## src/rtl/opl3_host_wr_if.sv

```systemverilog
// ---------------------------------------------------------------------------
// opl3_host_wr_if
//
// Host-side producer of the opl3_reg_wr register-write bus.
//
// The block decodes the four OPL3 I/O ports:
//   - Address-port writes latch the register index and the bank.
//   - Data-port writes queue {bank, index, data}.
// Queued writes are replayed as single-cycle opl3_reg_wr strobes. Successive
// strobes are separated by at least WR_SPACING clocks.
//
// Configuration macro: OPL3_HOST_FIFO_EN
//   defined   : FIFO_DEPTH-entry FIFO of pending data writes
//   undefined : single-entry holding register (FIFO_DEPTH ignored)
//
// Parameters:
//   FIFO_DEPTH  queued data writes (power of two, >= 2)
//   WR_SPACING  minimum clocks between valid pulses (>= 1)
//
// Ports:
//   clk          system clock
//   rst_n        asynchronous active-low reset
//   host_wr      one-cycle port write strobe
//   host_addr    port select (bit0: 0 = address, 1 = data; bit1: bank)
//   host_data    port write data
//   host_ready   a data-port write this cycle will be accepted
//   ovf          sticky flag: a data write was dropped
//   opl3_reg_wr  {valid, bank_num, address, data} to register consumers
// ---------------------------------------------------------------------------
package opl3_host_wr_pkg;
    typedef struct packed {
        logic       valid;
        logic       bank_num;
        logic [7:0] address;
        logic [7:0] data;
    } opl3_reg_wr_t;
endpackage

module opl3_host_wr_if
    import opl3_host_wr_pkg::*;
#(
    parameter int FIFO_DEPTH = 16,
    parameter int WR_SPACING = 32
) (
    input  logic         clk,
    input  logic         rst_n,
    input  logic         host_wr,
    input  logic [1:0]   host_addr,
    input  logic [7:0]   host_data,
    output logic         host_ready,
    output logic         ovf,
    output opl3_reg_wr_t opl3_reg_wr
);

    localparam int GAP_W = (WR_SPACING > 1) ? $clog2(WR_SPACING) : 1;
    localparam logic [GAP_W-1:0] GAP_RELOAD = GAP_W'(WR_SPACING - 1);

    // Queued entry layout: {bank, index, data}
    localparam int ENTRY_W = 17;

    logic               data_wr;
    logic               addr_wr;
    logic               push;
    logic               pop;
    logic               full;
    logic               empty;
    logic [ENTRY_W-1:0] head;
    logic [ENTRY_W-1:0] push_entry;

    logic [7:0]         idx_q,  idx_d;
    logic               bank_q, bank_d;
    logic               ovf_q,  ovf_d;
    logic [GAP_W-1:0]   gap_q,  gap_d;
    opl3_reg_wr_t       out_q,  out_d;

    assign data_wr    = host_wr &  host_addr[0];
    assign addr_wr    = host_wr & ~host_addr[0];

    // Occupancy is the registered value, so a pop in the same cycle never
    // lets a full store take the write.
    assign push       = data_wr & ~full;
    assign pop        = (gap_q == '0) & ~empty;

    // The entry uses the index/bank latched before this cycle's write.
    assign push_entry = {bank_q, idx_q, host_data};

`ifdef OPL3_HOST_FIFO_EN
    localparam int PTR_W = $clog2(FIFO_DEPTH);
    localparam int CNT_W = PTR_W + 1;

    logic [ENTRY_W-1:0] mem_q [FIFO_DEPTH];
    logic [ENTRY_W-1:0] mem_d [FIFO_DEPTH];
    logic [PTR_W-1:0]   wr_ptr_q, wr_ptr_d;
    logic [PTR_W-1:0]   rd_ptr_q, rd_ptr_d;
    logic [CNT_W-1:0]   count_q,  count_d;

    assign full  = (count_q == CNT_W'(FIFO_DEPTH));
    assign empty = (count_q == '0);
    assign head  = mem_q[rd_ptr_q];

    // Pointers wrap naturally because the depth is a power of two.
    always_comb begin
        mem_d    = mem_q;
        wr_ptr_d = wr_ptr_q;
        rd_ptr_d = rd_ptr_q;
        count_d  = count_q;
        if (push) begin
            mem_d[wr_ptr_q] = push_entry;
            wr_ptr_d        = wr_ptr_q + 1'b1;
        end
        if (pop) begin
            rd_ptr_d = rd_ptr_q + 1'b1;
        end
        case ({push, pop})
            2'b10:   count_d = count_q + 1'b1;
            2'b01:   count_d = count_q - 1'b1;
            default: count_d = count_q;
        endcase
    end

    always_ff @(posedge clk or negedge rst_n) begin
        if (!rst_n) begin
            for (int i = 0; i < FIFO_DEPTH; i++) begin
                mem_q[i] <= '0;
            end
            wr_ptr_q <= '0;
            rd_ptr_q <= '0;
            count_q  <= '0;
        end else begin
            mem_q    <= mem_d;
            wr_ptr_q <= wr_ptr_d;
            rd_ptr_q <= rd_ptr_d;
            count_q  <= count_d;
        end
    end
`else
    logic [ENTRY_W-1:0] hold_q,      hold_d;
    logic               hold_full_q, hold_full_d;

    assign full  = hold_full_q;
    assign empty = ~hold_full_q;
    assign head  = hold_q;

    // A push only happens while empty and a pop only while full, so the
    // two never coincide.
    always_comb begin
        hold_d      = hold_q;
        hold_full_d = hold_full_q;
        if (push) begin
            hold_d      = push_entry;
            hold_full_d = 1'b1;
        end else if (pop) begin
            hold_full_d = 1'b0;
        end
    end

    always_ff @(posedge clk or negedge rst_n) begin
        if (!rst_n) begin
            hold_q      <= '0;
            hold_full_q <= 1'b0;
        end else begin
            hold_q      <= hold_d;
            hold_full_q <= hold_full_d;
        end
    end
`endif

    // The pacing counter reloads on each pop. It counts down to zero while
    // idle, so the first write after a quiet period goes out immediately.
    // Output fields other than valid hold their last values between strobes.
    always_comb begin
        idx_d  = idx_q;
        bank_d = bank_q;
        ovf_d  = ovf_q | (data_wr & full);
        gap_d  = gap_q;
        out_d  = out_q;
        out_d.valid = 1'b0;
        if (addr_wr) begin
            idx_d  = host_data;
            bank_d = host_addr[1];
        end
        if (pop) begin
            out_d = {1'b1, head};
            gap_d = GAP_RELOAD;
        end else if (gap_q != '0) begin
            gap_d = gap_q - 1'b1;
        end
    end

    always_ff @(posedge clk or negedge rst_n) begin
        if (!rst_n) begin
            idx_q  <= '0;
            bank_q <= 1'b0;
            ovf_q  <= 1'b0;
            gap_q  <= '0;
            out_q  <= '0;
        end else begin
            idx_q  <= idx_d;
            bank_q <= bank_d;
            ovf_q  <= ovf_d;
            gap_q  <= gap_d;
            out_q  <= out_d;
        end
    end

    assign host_ready  = ~full;
    assign ovf         = ovf_q;
    assign opl3_reg_wr = out_q;

endmodule

```

## config.mk

```make
export PLATFORM = sky130hd
export DESIGN_NAME = opl3_host_wr_if
export DESIGN_NICKNAME = d
export VERILOG_FILES = /design/src/rtl/opl3_host_wr_if.sv
export SDC_FILE = /design/constraint.sdc
export NUM_CORES = 1
export LEC_CHECK = 0
export CORE_ASPECT_RATIO = 1.4
export CORE_MARGIN = 5
export CORE_UTILIZATION = 52
export DETAILED_ROUTE_END_ITERATION = 10
export PLACE_DENSITY = 0.78
export SKIP_CTS_REPAIR_TIMING = 1
export SLEW_MARGIN = 20
export SYNTH_ARGS = -nofsm -noshare
export SYNTH_HDL_FRONTEND = slang
export SYNTH_SLANG_ARGS = --single-unit
```

## constraint.sdc

```tcl
create_clock -name clk -period 2.4 [get_ports clk]
set_clock_uncertainty 0.2 [all_clocks]
set_input_delay 0.36 -clock clk [delete_from_list [all_inputs] [get_ports clk]]
set_output_delay 0.36 -clock clk [all_outputs]
set_load 0.05 [all_outputs]
```

-- Word-level counts from Yosys, hierarchy flattened
Cells that the tools add are included.
- memories: 0
- memory bits (writable): 0
- bits in latches: 0
- bits of input ports: 13
- register bits after elaboration: 51
- output and inout port bits: 20
- memory bits (read-only): 0
- word-level logic and storage cells: 28
- div/mod/pow operators: 0
- add/subtract/negate cells: 1
- equality and inequality tests: 0
- muxes and demuxes: 5
- multiply operators: 0
- reductions and logical operators: 4
- shift-type cells: 0
- order comparisons: 0
- bitwise operators: 8
- operators with widths (kind ; count):
    two-way mux 18 bit ; 1
    two-way mux 5 bit ; 2
    bitwise AND 1 bit ; 5
    zero test 5 bit ; 1
    nonzero test 5 bit ; 1
    subtractor 5 x 1 -> 5 bit, second input constant ; 1
    nonzero test 2 bit ; 2
    two-way mux 1 bit ; 2
    NOT 1 bit ; 2
    OR 1 bit ; 1

-- Depth between registers and ports, before layout
Gate-level depths: netlist of the first run.
- depth in word-level cells: 4
- gate-level depth with buffers: 5
- mapped depth without buffers: 5

-- Worst setup path after synthesis of the first run
OpenSTA, ideal clock, no wires.
- kind: register -> register
- start point: reg gap_q[0]
- end point: reg gap_q[1]
- arrival time: 1403 ps
- setup time: 79 ps
- stages on the path, launching flop included: 6
- data required time: 2121 ps
- path buffers: 0
- slack: 718 ps
- clock period less this slack: 1682 ps
- cells stage by stage: dfrtp_1 -> inv_1 -> ha_1 -> or4b_4 -> nor2_2 -> mux2i_1
- longest elaborated chain between the ends: 3
- elaborated cells between the ends (all ways): 7
- classes of those cells: add/sub: 1; mux: 2; bitwise: 1; reduce/logical: 3
- RTL lines (what ; RTL line ; RTL):
    from (decl) ; 73 ; logic [GAP_W-1:0] gap_q, gap_d;
    from (signal assigned) ; 201 ; gap_q <= gap_d;
    subtractor 5 x 1 -> 5 bit / zero test 5 bit (equally long branches) ; 186, 82 ;
    two-way mux 5 bit / bitwise AND 1 bit (equally long branches) ; 185, 82 ;
    two-way mux 5 bit / nonzero test 2 bit (equally long branches) ; - ;
Parallel ways exist; a longest one is shown, timed or not. The select of a mux whose other input is x is not followed.
A chain may end at the register's enable or synchronous reset.

-- Final worst setup path of the first run
- start point: reg hold_full_q, in the netlist full
- end point: out host_ready
- longest elaborated chain between the ends: 1
- RTL lines (what ; RTL line ; RTL):
    from (decl) ; 138 ; logic hold_full_q, hold_full_d;
    from (signal assigned) ; 163 ; hold_full_q <= hold_full_d;
    NOT 1 bit ; 206 ; assign host_ready = ~full;
    to (decl) ; 50 ; output logic host_ready,
Every way passes these cells.

==> summary.md, run 1 <==
| Metric | Value |
|---|---|
| Routability cong. | `0.7054` |
| Register area share after synthesis | `0.6493` |
| CTS tree | `done` |
| Peak supply drop | `0.9000 mV` |
| Dpl ws | `0.3979 ns` |
| Clock buffers created by TritonCTS | `5` |
| Root Driver | `clkbuf_8` |
| Die Y | `82.75 µm` |
| Largest net degree at the start of global routing | `30` |
| Storage cell area | `0.001276 mm²` |
| Layout cells sized above 1 | `0.3713` |
| Leading area contributor after synthesis | `dfrtp_1` |
| Avg WL per Cell | `17.03 µm` |
| Final worst slack | `0.1390 ns` |
| DR vias | `1142` |
| Crit-path slowest cell | `clkdlybuf4s50_1` |
| Lkg Pwr | `1.092 nW` |
| Congestion Overflow GR | `0` |
| Combinational group share of total power | `0.404` |
| Most frequent cells in the layout | `dfrtp_1 (51), mux2_2 (42), clkdlybuf4s50_1 (31)` |
| Area of the mapped netlist | `0.001966 mm²` |
| Fin. Hold Viols | `0` |
| CP endpoint kind | `output pin` |
| I/O pin cnt | `33` |
| Commonest non-fill, non-tap cell in the layout | `dfrtp_1` |
| Final period utilization | `0.9421` |
| ANT nets after route | `0` |
| Worst slew margin | `0.5804` |
| DRC | `0` |
| Syn nets | `139` |
| Switching Share | `0.3780` |
| Setup crit start kind | `flop` |
| Status | `finished clean` |
| Mapped Avg Cell Area | `15.73 µm²` |
| Nets | `180` |
| Final setup TNS | `0 ns` |
| Final setup viols | `0` |
| H-tree levels | `2` |
| Routed wire length | `3.560 mm` |
| Clock Pin Slew Worst Setup and Hold Paths | `0.09 ns` |
| M1 WL | `1.477 mm` |
| Dpl cells | `200` |
| PD cells | `1391 mW/mm²` |
| Max Clk Rate | `442.3 MHz` |
| CP Cell Sequence | `inv_2, clkdlybuf4s50_1` |
| Latest clock arrival within the worst-skew pair | `0.30 ns` |
| Number of synthesized register bits | `51` |
| Post-Syn Instances | `125` |
| Crit path buffers/inverters | `2` |
| Die Footprint | `0.005127 mm²` |
| Worst path max stage delay | `0.81 ns` |
| Switching component of the power | `1.300 mW` |
| Core area | `0.003643 mm²` |
| Initial antenna violation count | `0` |
| WL met3 | `124 µm` |
| Vias per inst | `5.464` |
| IO buf count | `32` |
| Max-Cap Viols | `0` |
| Yosys top cell area share | `0.6493` |
| DPL Wire Length | `2.509 mm` |
| Initial Util | `0.5395` |
| Row count | `26` |
| Syn. warnings | `0` |
| Drt pass-1 iters | `4` |
| GRT Total Usage | `0.1609` |
| Unique masters post-synth | `25` |
| Area Overhead vs Synth | `25.78%` |
| Hold-critical path depth | `1` |
| Worst path arrival time | `1.70 ns` |
| RSZ-0062 raised after global routing | `false` |
| Ranking of synthesized cells by area | `dfrtp_1 (65%), mux2_2 (24%), inv_1 (0.95%), nand3_4 (0.89%), buf_2 (0.76%)` |
| Worst-margin pin slew | `0.6294 ns` |
| Clk sinks | `51` |
| Internal power | `2.139 mW` |
| Max Used Layer | `met4` |
| Max-slew violations | `0` |
| Hold Path Class | `reg2reg` |
| Post-route insts no fill | `209` |
| Violation count after the first detailed-route iteration | `27` |
| Clock power frac | `0.178` |
| WP data required | `1.84 ns` |
| Flop pwr share | `0.418` |
| Met2 WL post-DR | `1.890 mm` |
| CP Max Fanout | `7` |
| Multi-input gate area | `640.6 µm²` |
| CP top delay family | `buffers and inverters` |
| Fill count | `256` |
| Ant diodes | `0` |
| Longest Clk Path Bufs | `2` |
| Worst reg2reg path depth | `5` |
| Crit Path Category | `reg2out` |
| First-pass GRT wire length | `5.940 mm` |
| Vias in the first global route | `1281` |
| Levels on crit path | `2` |
| Min cycle time layout | `2.261 ns` |
| Die W | `61.96 µm` |
## power groups by stage
stage / Combinational (mW) / Clock [mW] / Sequential [mW]
2_1_floorplan: 0.462 / 0 / 1.90
5_1_grt: 1.48 / 0.658 / 1.49
3_3_place_gp: 1.36 / 0 / 1.43
3_5_place_dp: 1.40 / 0 / 1.45
6_report: 1.39 / 0.612 / 1.44
4_1_cts: 1.41 / 0.625 / 1.44
## path summary, 6_finish.rpt
path                                 startpoint                     endpoint  slack, ns
max in group asynchronous                 rst_n           bank_q$_DFFE_PN0P_       0.96
min in group asynchronous                 rst_n  opl3_reg_wr[11]$_DFFE_PN0P_       0.40
min reg2reg                       ovf$_DFF_PN0_                ovf$_DFF_PN0_       0.28
max reg2reg                gap_q[0]$_DFFE_PN0P_  opl3_reg_wr[13]$_DFFE_PN0P_       0.38
min                               ovf$_DFF_PN0_                ovf$_DFF_PN0_       0.28
max                            full$_DFFE_PN0P_                   host_ready       0.14
## worst reg2reg max path: cells and delay by family, from the launching register on
kind | cells | cell delay (ns)
multiplexers | 1 | 0.30
flip-flops | 1 | 0.43
adder cells (fa/ha/maj) | 1 | 0.24
AND/OR/NAND/NOR | 1 | 0.36
buffers and inverters | 2 | 0.38
## Yosys cell counts
library cell	instances
o211ai_1	1
o21ai_0	1
nor2_2	1
dfrtp_1	51
mux2_1	1
or4b_4	1
nor2b_1	1
buf_6	1
nor2_1	1
nand3_4	1
nand2_1	3
a21oi_1	1
nand3_1	1
nand2b_1	1
inv_2	1
nor3_1	2
o311ai_0	1
mux2i_1	1
inv_1	5
a21bo_2	1
buf_2	3
ha_1	1
a31o_2	1
nand4b_1	1
mux2_2	42
## registers in the layout, summed over array words and instances (netlist names)
| name | flops |
|---|---|
| head | 17 |
| full | 1 |
| opl3_reg_wr | 18 |
| bank_q | 1 |
| gap_q | 5 |
| ovf | 1 |
| idx_q | 8 |
## area by class of cell
cell class | count | share of cell area
clock buffers | 6 | 0.03340
multi-input cells | 64 | 0.2591
well taps | 42 | 0.02126
inverters | 6 | 0.009109
flip-flops and latches | 51 | 0.5162
repair buffers | 38 | 0.1468
clock inverters | 2 | 0.01417
## per-layer routing
layer,vias up,track usage
li1,515,-
met1,593,0.1957
met2,28,0.2635
met3,6,0.03888
met4,0,0.07431
met5,-,0
## metrics by stage
step	utilization	area (µm²)	total power, mW	hold WS [ns]
floorplan	-	1966	2.363	-0.1356
global placement	0.6435	2345	2.788	0.2043
detailed placement	0.6435	2345	2.850	0.2161
CTS	0.6758	2462	3.472	-0.1177
global route	0.6786	2472	3.625	0.3053
finish	0.6786	2472	3.438	0.2792
## logic make-up after synthesis
logic type | after synthesis | synth area share
AOI/OAI and AO/OA | 6 | 0.02291
DFF | 51 | 0.6493
and+or+nand+nor | 13 | 0.04520
muxes | 44 | 0.2514
adders and majority gates | 1 | 0.006364
buffers and inverters | 10 | 0.02482
(Power assumes the default switching activity.)
==> inputs of run 2 (changes only) <==
ABC_AREA = 1   (was unset)
CTS_BUF_LIST = sky130_fd_sc_hd__clkbuf_4 sky130_fd_sc_hd__clkbuf_8 sky130_fd_sc_hd__clkbuf_16   (was unset)
==> summary.md, run 2 <==
| Metric | Value |
|---|---|
| Status | `finished clean` |
| Most frequent cells in the layout | `nand2_1 (88), dfrtp_1 (51), clkdlybuf4s50_1 (31)` |
| Vias in the first global route | `1382` |
| First-pass GRT wire length | `6.299 mm` |
| Beginning of the worst hold path | `head[6]$_DFFE_PN0P_` |
| Leading area contributor after synthesis | `dfrtp_1` |
| WP data required | `1.84 ns` |
| Met2 WL post-DR | `1.778 mm` |
| Largest net degree at the start of global routing | `52` |
| Unique masters post-synth | `19` |
| Async SR Flop Fraction | `1.000` |
| Dpl cells | `285` |
| GRT Total Usage | `0.1486` |
| Initial Util | `0.5459` |
| Largest register FFs | `18` |
| Critical path startpoint | `full$_DFFE_PN0P_` |
| EDFF count, synth | `0` |
| Fin. Hold Viols | `0` |
| CP endpoint kind | `output pin` |
| Max-Cap Viols | `0` |
| Number of synthesized register bits | `51` |
| Crit Path Category | `reg2out` |
| I/O pin cnt | `33` |
| Congestion Overflow GR | `0` |
| Register area share after synthesis | `0.6304` |
| Ranking of synthesized cells by area | `dfrtp_1 (63%), nand2_1 (16%), o21ai_1 (6.2%), inv_1 (4.6%), buf_2 (1.2%)` |
| Syn nets | `229` |
| RSZ-0062 raised after global routing | `false` |
| Area of the mapped netlist | `0.002024 mm²` |
| Min cycle time layout | `2.307 ns` |
| Lkg Pwr | `1.286 nW` |
| Core area | `0.003709 mm²` |
| ANT nets after route | `0` |
| Crit path buffers/inverters | `2` |
| DPL Wire Length | `2.373 mm` |
| Final setup viols | `0` |
| Die Y | `83.83 µm` |
| CTS tree | `done` |
| Area Overhead vs Synth | `24.17%` |
| Ant diodes | `0` |
| Layout cells sized above 1 | `0.07143` |
| Commonest non-fill, non-tap cell in the layout | `nand2_1` |
| Die Footprint | `0.005259 mm²` |
| Top FF cell, synth | `dfrtp_1` |
| Longest Clk Path Bufs | `2` |
| Mapped Avg Cell Area | `9.416 µm²` |
| Worst-margin pin slew | `0.6227 ns` |
| Power Total | `3.461 mW` |
| Violation count after the first detailed-route iteration | `68` |
| CP Cell Sequence | `inv_2, clkdlybuf4s50_1` |
| Peak supply drop | `0.9325 mV` |
| PD cells | `1377 mW/mm²` |
| Routability cong. | `0.7162` |
| M1 WL | `1.564 mm` |
| Routed wire length | `3.537 mm` |
| CP top delay family | `buffers and inverters` |
| DRC | `0` |
| Die W | `62.74 µm` |
| Hold Path Class | `reg2reg` |
| Most frequent cell after synthesis | `nand2_1` |
| Worst path max stage delay | `0.83 ns` |
| Post-Syn Instances | `215` |
| Row count | `26` |
| Final setup TNS | `0 ns` |
| DR vias | `1416` |
| Critical R2R Launch | `gap_q[0]$_DFFE_PN0P_` |
| Initial antenna violation count | `0` |
| Max-slew violations | `0` |
| Post-synth top cells | `nand2_1 (88), dfrtp_1 (51), inv_1 (25), o21ai_1 (25), nor2_1 (6)` |
| Clk sinks | `51` |
| Yosys top cell area share | `0.6304` |
| Setup crit start kind | `flop` |
| Worst path arrival time | `1.75 ns` |
| IO buf count | `32` |
| Worst slew margin | `0.5848` |
| Syn. warnings | `0` |
| WL met3 | `170 µm` |
| H-tree levels | `2` |
| Max Used Layer | `met4` |
| Clock buffers created by TritonCTS | `5` |
| Vias per inst | `4.816` |
| Drt pass-1 iters | `4` |
| Avg WL per Cell | `12.03 µm` |
| Clock Pin Slew Worst Setup and Hold Paths | `0.09 ns` |
| Nets | `265` |
| Final period utilization | `0.9611` |
| Root Driver | `clkbuf_8` |
| Max Clk Rate | `433.5 MHz` |
| Crit-path slowest cell | `clkdlybuf4s50_1` |
| Post-route insts no fill | `294` |
| Latest clock arrival within the worst-skew pair | `0.30 ns` |
| CP Max Fanout | `6` |
[run 2: metal layers]
metal | up-vias | global-route usage
li1 | 736 | -
met1 | 645 | 0.1770
met2 | 33 | 0.2566
met3 | 2 | 0.03369
met4 | 0 | 0.05792
met5 | - | 0
[run 2: kinds of logic (layout without fill, tap and decap cells)]
family / count (synthesis) / in the layout / synth area share
AO/OA/AOI/OAI: 29 / 29 / 0.07355
adder cells (fa/ha/maj): 1 / 1 / 0.006179
buffers and inverters: 32 / 69 / 0.06798
flip-flops: 51 / 51 / 0.6304
AND/OR/NAND/NOR: 102 / 102 / 0.2219
[run 2: worst min-delay path, stage by stage (launching register included)]
cell,delay (ns)
dfrtp_1,0.35
nand2_1,0.05
nand2_1,0.05
[run 2: worst paths after layout]
check                                             end  slack, ns  cells after the start
hold / removal             opl3_reg_wr[6]$_DFFE_PN0P_       0.27                      2
setup / recovery                           host_ready       0.09                      2
hold reg to reg            opl3_reg_wr[6]$_DFFE_PN0P_       0.27                      2
setup reg to reg           opl3_reg_wr[4]$_DFFE_PN0P_       0.69                      5
min in group asynchronous  opl3_reg_wr[2]$_DFFE_PN0P_       0.48                      3
max in group asynchronous         head[6]$_DFFE_PN0P_       1.08                      3
[run 2: final cells by class]
type                            count  area [µm²]
Tap cell                           42       52.55
Clock inverter                      2       60.06
Inverter                           26       97.59
Fill cell                         303        1195
Sequential cell                    51        1276
Clock buffer                        6       76.32
Timing Repair Buffer               35       340.3
Multi-Input combinational cell    132       610.6
[run 2: through the flow]
step / utilization / instance area [µm²] / hold WS, ns / setup WS [ns]
CTS: 0.6751 / 2504 / -0.02865 / 0.08681
detailed placement: 0.6383 / 2367 / 0.2572 / 0.4271
finish: 0.6778 / 2514 / 0.2697 / 0.09332
global route: 0.6778 / 2514 / 0.2982 / 0.05029
global placement: 0.6383 / 2367 / 0.2517 / 0.4380
floorplan: - / 2024 / -0.1356 / 0.8429
[run 2: power breakdown]
group	switching (mW)	internal [mW]
combinational	0.908	0.458
sequential	0.201	1.20
clock	0.267	0.428
